[src/rtl/ar_srl_fifo_lvl_if.sv]
// rtl/ar_srl_fifo_lvl_if.sv - handshake and level-status bundle for ar_srl_fifo_lvl
interface ar_srl_fifo_lvl_if #(
  parameter int width   = 128,
  parameter int l2depth = 5
);
  logic               ENQ;
  logic [width-1:0]   D_IN;
  logic               DEQ;
  logic [width-1:0]   D_OUT;
  logic               FULL_N;
  logic               EMPTY_N;
  logic [l2depth:0]   COUNT;
  logic               ALMOST_FULL;
  logic               ALMOST_EMPTY;
  logic [l2depth:0]   HWM;
  logic               ERR_OVF;
  logic               ERR_UNF;

  modport master (
    output ENQ, D_IN, DEQ,
    input  D_OUT, FULL_N, EMPTY_N, COUNT, ALMOST_FULL, ALMOST_EMPTY, HWM, ERR_OVF, ERR_UNF
  );

  modport slave (
    input  ENQ, D_IN, DEQ,
    output D_OUT, FULL_N, EMPTY_N, COUNT, ALMOST_FULL, ALMOST_EMPTY, HWM, ERR_OVF, ERR_UNF
  );
endinterface

[src/rtl/ar_srl_fifo_lvl.sv]
// rtl/ar_srl_fifo_lvl.sv - SRL FIFO with occupancy, almost flags, sticky errors and high-water mark
module ar_srl_fifo_lvl #(
  parameter int width     = 128,
  parameter int l2depth   = 5,
  parameter int depth     = 2**l2depth,
  parameter int af_thresh = depth - 4,
  parameter int ae_thresh = 2
) (
  input  logic                  CLK,
  input  logic                  RST_N,
  input  logic                  CLR,
  ar_srl_fifo_lvl_if.slave      fifo
);
  localparam int cw = l2depth + 1;
  localparam logic [cw-1:0] depth_c = cw'(depth);
  localparam logic [cw-1:0] af_c    = cw'(af_thresh);
  localparam logic [cw-1:0] ae_c    = cw'(ae_thresh);

  logic [width-1:0]   dat [depth];
  logic [cw-1:0]      count;
  logic [cw-1:0]      count_nxt;
  logic [cw-1:0]      hwm;
  logic [l2depth-1:0] head_idx;
  logic               deq_ok;
  logic               enq_ok;
  logic               full_n_r;
  logic               empty_n_r;
  logic               af_r;
  logic               ae_r;
  logic               err_ovf_r;
  logic               err_unf_r;

  // A full FIFO still accepts ENQ when a DEQ frees a slot in the same cycle.
  assign deq_ok    = fifo.DEQ & (count != '0);
  assign enq_ok    = fifo.ENQ & ((count != depth_c) | deq_ok);
  assign count_nxt = count + cw'(enq_ok) - cw'(deq_ok);
  assign head_idx  = l2depth'(count - cw'(1));

  // No reset on the array so it maps onto shift-register primitives.
  always_ff @(posedge CLK) begin
    if (enq_ok) begin
      for (int i = depth - 1; i > 0; i--) begin
        dat[i] <= dat[i-1];
      end
      dat[0] <= fifo.D_IN;
    end
  end

  always_ff @(posedge CLK or negedge RST_N) begin
    if (!RST_N) begin
      count     <= '0;
      hwm       <= '0;
      full_n_r  <= 1'b1;
      empty_n_r <= 1'b0;
      af_r      <= 1'b0;
      ae_r      <= 1'b1;
      err_ovf_r <= 1'b0;
      err_unf_r <= 1'b0;
    end else if (CLR) begin
      count     <= '0;
      hwm       <= '0;
      full_n_r  <= 1'b1;
      empty_n_r <= 1'b0;
      af_r      <= 1'b0;
      ae_r      <= 1'b1;
      err_ovf_r <= 1'b0;
      err_unf_r <= 1'b0;
    end else begin
      count     <= count_nxt;
      hwm       <= (count_nxt > hwm) ? count_nxt : hwm;
      full_n_r  <= (count_nxt != depth_c);
      empty_n_r <= (count_nxt != '0);
      af_r      <= (count_nxt >= af_c);
      ae_r      <= (count_nxt <= ae_c);
      err_ovf_r <= err_ovf_r | (fifo.ENQ & ~enq_ok);
      err_unf_r <= err_unf_r | (fifo.DEQ & (count == '0));
    end
  end

  assign fifo.D_OUT        = dat[head_idx];
  assign fifo.COUNT        = count;
  assign fifo.HWM          = hwm;
  assign fifo.FULL_N       = full_n_r;
  assign fifo.EMPTY_N      = empty_n_r;
  assign fifo.ALMOST_FULL  = af_r;
  assign fifo.ALMOST_EMPTY = ae_r;
  assign fifo.ERR_OVF      = err_ovf_r;
  assign fifo.ERR_UNF      = err_unf_r;
endmodule

[src/flat_wrapper.sv]
// flat-port wrapper written by rule: the top's interface ports become plain ports
module ar_srl_fifo_lvl_flat 
#(
  parameter int width     = 128,
  parameter int l2depth   = 5,
  parameter int depth     = 2**l2depth,
  parameter int af_thresh = depth - 4,
  parameter int ae_thresh = 2
)
  (CLK, RST_N, CLR, fifo_ENQ, fifo_D_IN, fifo_DEQ, fifo_D_OUT, fifo_FULL_N, fifo_EMPTY_N, fifo_COUNT, fifo_ALMOST_FULL, fifo_ALMOST_EMPTY, fifo_HWM, fifo_ERR_OVF, fifo_ERR_UNF);
  ar_srl_fifo_lvl_if #(.width(width), .l2depth(l2depth)) fifo_i ();
  input  logic CLK;
  input  logic RST_N;
  input  logic CLR;
  input wire logic [$bits(fifo_i.ENQ)-1:0] fifo_ENQ;
  input wire logic [$bits(fifo_i.D_IN)-1:0] fifo_D_IN;
  input wire logic [$bits(fifo_i.DEQ)-1:0] fifo_DEQ;
  output wire logic [$bits(fifo_i.D_OUT)-1:0] fifo_D_OUT;
  output wire logic [$bits(fifo_i.FULL_N)-1:0] fifo_FULL_N;
  output wire logic [$bits(fifo_i.EMPTY_N)-1:0] fifo_EMPTY_N;
  output wire logic [$bits(fifo_i.COUNT)-1:0] fifo_COUNT;
  output wire logic [$bits(fifo_i.ALMOST_FULL)-1:0] fifo_ALMOST_FULL;
  output wire logic [$bits(fifo_i.ALMOST_EMPTY)-1:0] fifo_ALMOST_EMPTY;
  output wire logic [$bits(fifo_i.HWM)-1:0] fifo_HWM;
  output wire logic [$bits(fifo_i.ERR_OVF)-1:0] fifo_ERR_OVF;
  output wire logic [$bits(fifo_i.ERR_UNF)-1:0] fifo_ERR_UNF;
  assign fifo_i.ENQ = fifo_ENQ;
  assign fifo_i.D_IN = fifo_D_IN;
  assign fifo_i.DEQ = fifo_DEQ;
  assign fifo_D_OUT = fifo_i.D_OUT;
  assign fifo_FULL_N = fifo_i.FULL_N;
  assign fifo_EMPTY_N = fifo_i.EMPTY_N;
  assign fifo_COUNT = fifo_i.COUNT;
  assign fifo_ALMOST_FULL = fifo_i.ALMOST_FULL;
  assign fifo_ALMOST_EMPTY = fifo_i.ALMOST_EMPTY;
  assign fifo_HWM = fifo_i.HWM;
  assign fifo_ERR_OVF = fifo_i.ERR_OVF;
  assign fifo_ERR_UNF = fifo_i.ERR_UNF;
  ar_srl_fifo_lvl #(.width(width), .l2depth(l2depth), .depth(depth), .af_thresh(af_thresh), .ae_thresh(ae_thresh)) u_core (.CLK(CLK), .RST_N(RST_N), .CLR(CLR), .fifo(fifo_i));
endmodule
[config.mk]
export PLATFORM = sky130hd
export DESIGN_NAME = ar_srl_fifo_lvl_flat
export DESIGN_NICKNAME = d
export VERILOG_FILES = /design/src/rtl/ar_srl_fifo_lvl_if.sv /design/src/rtl/ar_srl_fifo_lvl.sv /design/src/flat_wrapper.sv
export SDC_FILE = /design/constraint.sdc
export NUM_CORES = 2
export LEC_CHECK = 0
export CORE_MARGIN = 8
export CORE_UTILIZATION = 56
export CTS_CLUSTER_DIAMETER = 100
export DETAILED_ROUTE_END_ITERATION = 16
export PLACE_DENSITY = 0.87
export SLEW_MARGIN = 20
export SYNTH_ARGS = -nofsm -noshare
export SYNTH_HDL_FRONTEND = slang
export SYNTH_SLANG_ARGS = --single-unit
[constraint.sdc]
create_clock -name CLK -period 352.5 [get_ports CLK]
set_input_delay 88.125 -clock CLK [delete_from_list [all_inputs] [get_ports CLK]]
set_output_delay 88.125 -clock CLK [all_outputs]
set_load 0.03 [all_outputs]
==> metrics.txt <==
# TYPE chip_impl_metric gauge
chip_impl_metric{name="dp_cells",unit=""} 9688
chip_impl_metric{name="clockPowerShare",unit="%"} 23.6
chip_impl_metric{name="dr.pass1.iters",unit=""} 6
chip_impl_info{name="hp-class",value="reg2reg"} 1
chip_impl_metric{name="power.sequential.fraction",unit="%"} 36.7
chip_impl_metric{name="detailroute.via_count",unit=""} 69700
chip_impl_metric{name="worst_relative_slew_slack",unit="%"} 16.5
chip_impl_metric{name="mappedNetlistArea",unit="um2"} 156000
chip_impl_metric{name="synth_fp_nets",unit=""} 6074
chip_impl_metric{name="place.detailed.hpwl",unit="um"} 178000
chip_impl_metric{name="dpl_cell_area",unit="um2"} 163000
chip_impl_metric{name="routabilityCongestion",unit=""} 0.763
chip_impl_metric{name="largest_net_degree_at_the_start_of_global_routing",unit=""} 231
chip_impl_metric{name="transition_at_the_pin_with_the_smallest_max_transition_slack",unit="ps"} 1250
chip_impl_info{name="cp-end-kind",value="primary output"} 1
chip_impl_info{name="cts_root_buf",value="clkbuf_16"} 1
chip_impl_metric{name="internal_power",unit="uW"} 1230
chip_impl_metric{name="ys_types",unit=""} 37
chip_impl_metric{name="starting_density_of_the_core",unit="%"} 56.3
chip_impl_info{name="setup.worst_path.start_class",value="register"} 1
chip_impl_metric{name="ioPinCount",unit=""} 279
chip_impl_metric{name="layout-drive-gt1-share",unit="%"} 31.0
chip_impl_metric{name="port_buffers",unit=""} 278
chip_impl_metric{name="postSynth.asyncResetShare",unit="%"} 0.438
chip_impl_info{name="path_cells",value="buf_4 > buf_12 > buf_4 > buf_4 > buf_4 > buf_4 > buf_4 > mux4_2 > mux4_2 > mux2_2 > clkdlybuf4s50_1"} 1
chip_impl_metric{name="grt_remaining_overflow",unit=""} 0
chip_impl_metric{name="antenna_violations_before_repair",unit=""} 24
chip_impl_metric{name="clock_latency",unit="ps"} 930
chip_impl_metric{name="fp.dieH",unit="um"} 544
chip_impl_metric{name="holdBufCountCts",unit=""} 0
chip_impl_metric{name="critical_path_required",unit="ps"} 264380
chip_impl_info{name="final_cell_mix",value="edfxtp_1 (4096), mux4_2 (1280), clkbuf_16 (398)"} 1
chip_impl_info{name="status",value="finished, final reports clean"} 1
chip_impl_metric{name="worst_hold_slack",unit="ps"} 376
chip_impl_metric{name="timing.max_cap.violations",unit=""} 0
chip_impl_metric{name="final_period_minus_worst_setup_slack",unit="ps"} 98190
chip_impl_metric{name="grt_pass1_wl",unit="um"} 521000
chip_impl_metric{name="wl_met3",unit="um"} 22300
chip_impl_metric{name="power_frac_comb",unit="%"} 39.7
chip_impl_metric{name="tritoncts_num_sinks",unit=""} 4114
chip_impl_metric{name="final-instance-count-excl-fill",unit=""} 10400
chip_impl_metric{name="clk_pin_slew_worst_paths",unit="ps"} 60
chip_impl_metric{name="detail_route.wirelength.met1",unit="um"} 123000
chip_impl_metric{name="clock-skew-final",unit="ps"} 86.6
chip_impl_metric{name="cts_inserted_buffers",unit=""} 394
chip_impl_metric{name="die_width",unit="um"} 544
chip_impl_metric{name="crit_fanout",unit=""} 109
chip_impl_metric{name="regArea",unit="um2"} 123000
chip_impl_metric{name="die_area",unit="um2"} 295000
chip_impl_metric{name="arrival",unit="ps"} 10060
chip_impl_metric{name="cp_slowest_stage_delay",unit="ps"} 1000
chip_impl_metric{name="max_clock_freq",unit="GHz"} 0.0102
chip_impl_info{name="worst_path_most_repeated_cell",value="buf_4"} 1
chip_impl_metric{name="syn2layout_area_growth",unit="%"} 13.0
chip_impl_metric{name="drt.antenna.violating_nets",unit=""} 0
chip_impl_metric{name="timing.setup.tns",unit="ps"} 0
chip_impl_info{name="tritoncts",value="built"} 1
chip_impl_metric{name="yosysWarningCount",unit=""} 0
chip_impl_metric{name="cts_htree_levels",unit=""} 5
chip_impl_metric{name="final_util",unit="%"} 63.6
chip_impl_info{name="highest_routed_layer",value="met5"} 1
chip_impl_metric{name="total_number_of_placement_rows",unit=""} 193
chip_impl_metric{name="powerDensity",unit="nW/um2"} 10.6
chip_impl_metric{name="vdd.ir_drop.worst",unit="mV"} 0.0131
chip_impl_metric{name="report.final.hold_viol_count",unit=""} 0
chip_impl_metric{name="post_cts_resize_count",unit=""} 0
chip_impl_info{name="main_synth_ff_type",value="edfxtp_1"} 1
chip_impl_metric{name="clockBufferDepth",unit=""} 4
chip_impl_metric{name="net-switching-power",unit="uW"} 644
chip_impl_metric{name="area_of_combinational_cells_with_multiple_inputs",unit="um2"} 31000
chip_impl_metric{name="floorplan.core_area",unit="um2"} 277000
chip_impl_info{name="cp_slowest_cell",value="dfrtp_4"} 1
chip_impl_info{name="critical_path_class",value="reg2out"} 1
chip_impl_metric{name="drt_wl_total",unit="um"} 357000
chip_impl_info{name="layout.cells.most_common",value="edfxtp_1"} 1
chip_impl_metric{name="setup_violations",unit=""} 0
chip_impl_metric{name="vias_per_cell",unit=""} 6.68
chip_impl_metric{name="via_count_of_the_first_global_routing_pass",unit=""} 73100
chip_impl_metric{name="design_area",unit="um2"} 176000
chip_impl_metric{name="power.leakage",unit="uW"} 0.0566
chip_impl_metric{name="filler_instances",unit=""} 16400
chip_impl_metric{name="residual_drc_count",unit=""} 0
chip_impl_metric{name="post_synth_inst_count",unit=""} 5923
chip_impl_info{name="grt_setup_unrepaired",value="no"} 1
chip_impl_metric{name="ys_seq_area_share",unit="%"} 79.2
chip_impl_metric{name="wl_per_cell",unit="um"} 34.2
chip_impl_metric{name="post_cts.repair.setup_buffers",unit=""} 0
chip_impl_metric{name="flip_flop_and_latch_count_after_synthesis",unit=""} 4114
chip_impl_metric{name="met2_length",unit="um"} 194000
chip_impl_metric{name="final_net_count",unit=""} 6533
chip_impl_metric{name="grtUsageTotal",unit="%"} 23.8
chip_impl_metric{name="iteration_0_drc_count_of_the_detailed_router",unit=""} 8657
chip_impl_metric{name="timing.final.max_slew_violations",unit=""} 0
chip_impl_metric{name="synth-edff-count",unit=""} 4096
chip_impl_metric{name="synth_area_per_cell",unit="um2"} 26.3
chip_impl_metric{name="switching_fraction_of_total_power",unit="%"} 34.5
chip_impl_metric{name="post-route-period-util",unit="%"} 27.9
==> metal layers <==
metal  vias to the layer above  GRT usage [%]
li1                      27000              -
met1                     37900           29.0
met2                      4014           42.6
met3                       863           3.32
met4                         8           10.5
met5                         -              0
==> cell type report <==
class	count	area share [%]
sequential	4114	70.1
tap	3705	2.63
clock inverter	256	1.69
antenna	20	0.0284
inverter	16	0.0341
multi-input combinational	1494	17.6
clock buffer	468	5.83
timing repair buffer	362	2.11
==> sequential cells by signal (all words and copies together), names as in the netlist <==
register and cells:
u_core.fifo.EMPTY_N 1, u_core.fifo.HWM 6, u_core.fifo.ERR_OVF 1, u_core.fifo.FULL_N 1
u_core.dat 4096, u_core.fifo.ERR_UNF 1, u_core.fifo.ALMOST_EMPTY 1, u_core.fifo.ALMOST_FULL 1
u_core.fifo.COUNT 6
==> logic make-up (layout without fill, tap and decap cells) <==
kind of cell             Yosys count  count (layout)  share of synthesized area (%)
flip-flops                      4114            4114                           79.2
multiplexers                    1412            1412                           19.5
buffers and inverters            315            1102                          0.937
AND/OR/NAND/NOR                   36              36                          0.116
adder cells (fa/ha/maj)           20              20                          0.162
AO/OA/AOI/OAI                     19              19                         0.0803
XOR/XNOR                           7               7                         0.0393
other                              0              20                              0
==> final timing paths <==
path | cells after the start | endpoint | slack, ps | startpoint
min in group asynchronous | 1 | u_core.fifo.COUNT[1] | 87680 | RST_N
min | 0 | u_core.dat[4][60] | 380 | u_core.dat[3][60]
max reg2reg | 13 | u_core.dat[30][16] | 343560 | u_core.fifo.COUNT[0]
min reg2reg | 0 | u_core.dat[4][60] | 380 | u_core.dat[3][60]
max | 11 | fifo_D_OUT[9] | 254310 | u_core.fifo.COUNT[0]
max in group asynchronous | 1 | u_core.fifo.COUNT[0] | 264210 | RST_N
==> metrics by stage <==
stage,setup WS [ps],power (uW)
after floorplan,50940,1600
after global placement,255230,1370
after detailed placement,255020,1410
after CTS,253840,1880
after global routing,253360,1920
final,254310,1870
==> synthesized netlist by cell type (all sizes together) (3+ instances only) <==
| cell | number | share of area (%) |
|---|---|---|
| edfxtp | 4096 | 79 |
| mux4 | 1280 | 18 |
| buf | 152 | 0.54 |
| clkbuf | 147 | 0.35 |
| mux2 | 132 | 0.95 |
| ha | 17 | 0.14 |
| dfrtp | 16 | 0.26 |
| inv | 16 | 0.039 |
| nor2 | 12 | 0.029 |
| a21oi | 7 | 0.022 |
| nor2b | 7 | 0.028 |
| xnor2 | 6 | 0.034 |
| nand2 | 4 | 0.0096 |
| nand3 | 3 | 0.0096 |
| nor3 | 3 | 0.0096 |
==> power by group through the flow <==
stage,logic (uW),clock network [uW],registers (uW)
3_5_place_dp,723,0,685
2_1_floorplan,487,0,1120
4_1_cts,751,447,684
6_report,743,441,685
5_1_grt,769,463,690
3_3_place_gp,697,0,671
==> worst max-delay path, delay by kind of cell (launching register included) <==
kind / cells / cell delay [ps]
flip-flops: 1 / 1000
buffers and inverters: 8 / 6300
multiplexers: 3 / 1470
No activity file was read; power rests on OpenSTA's default activity.
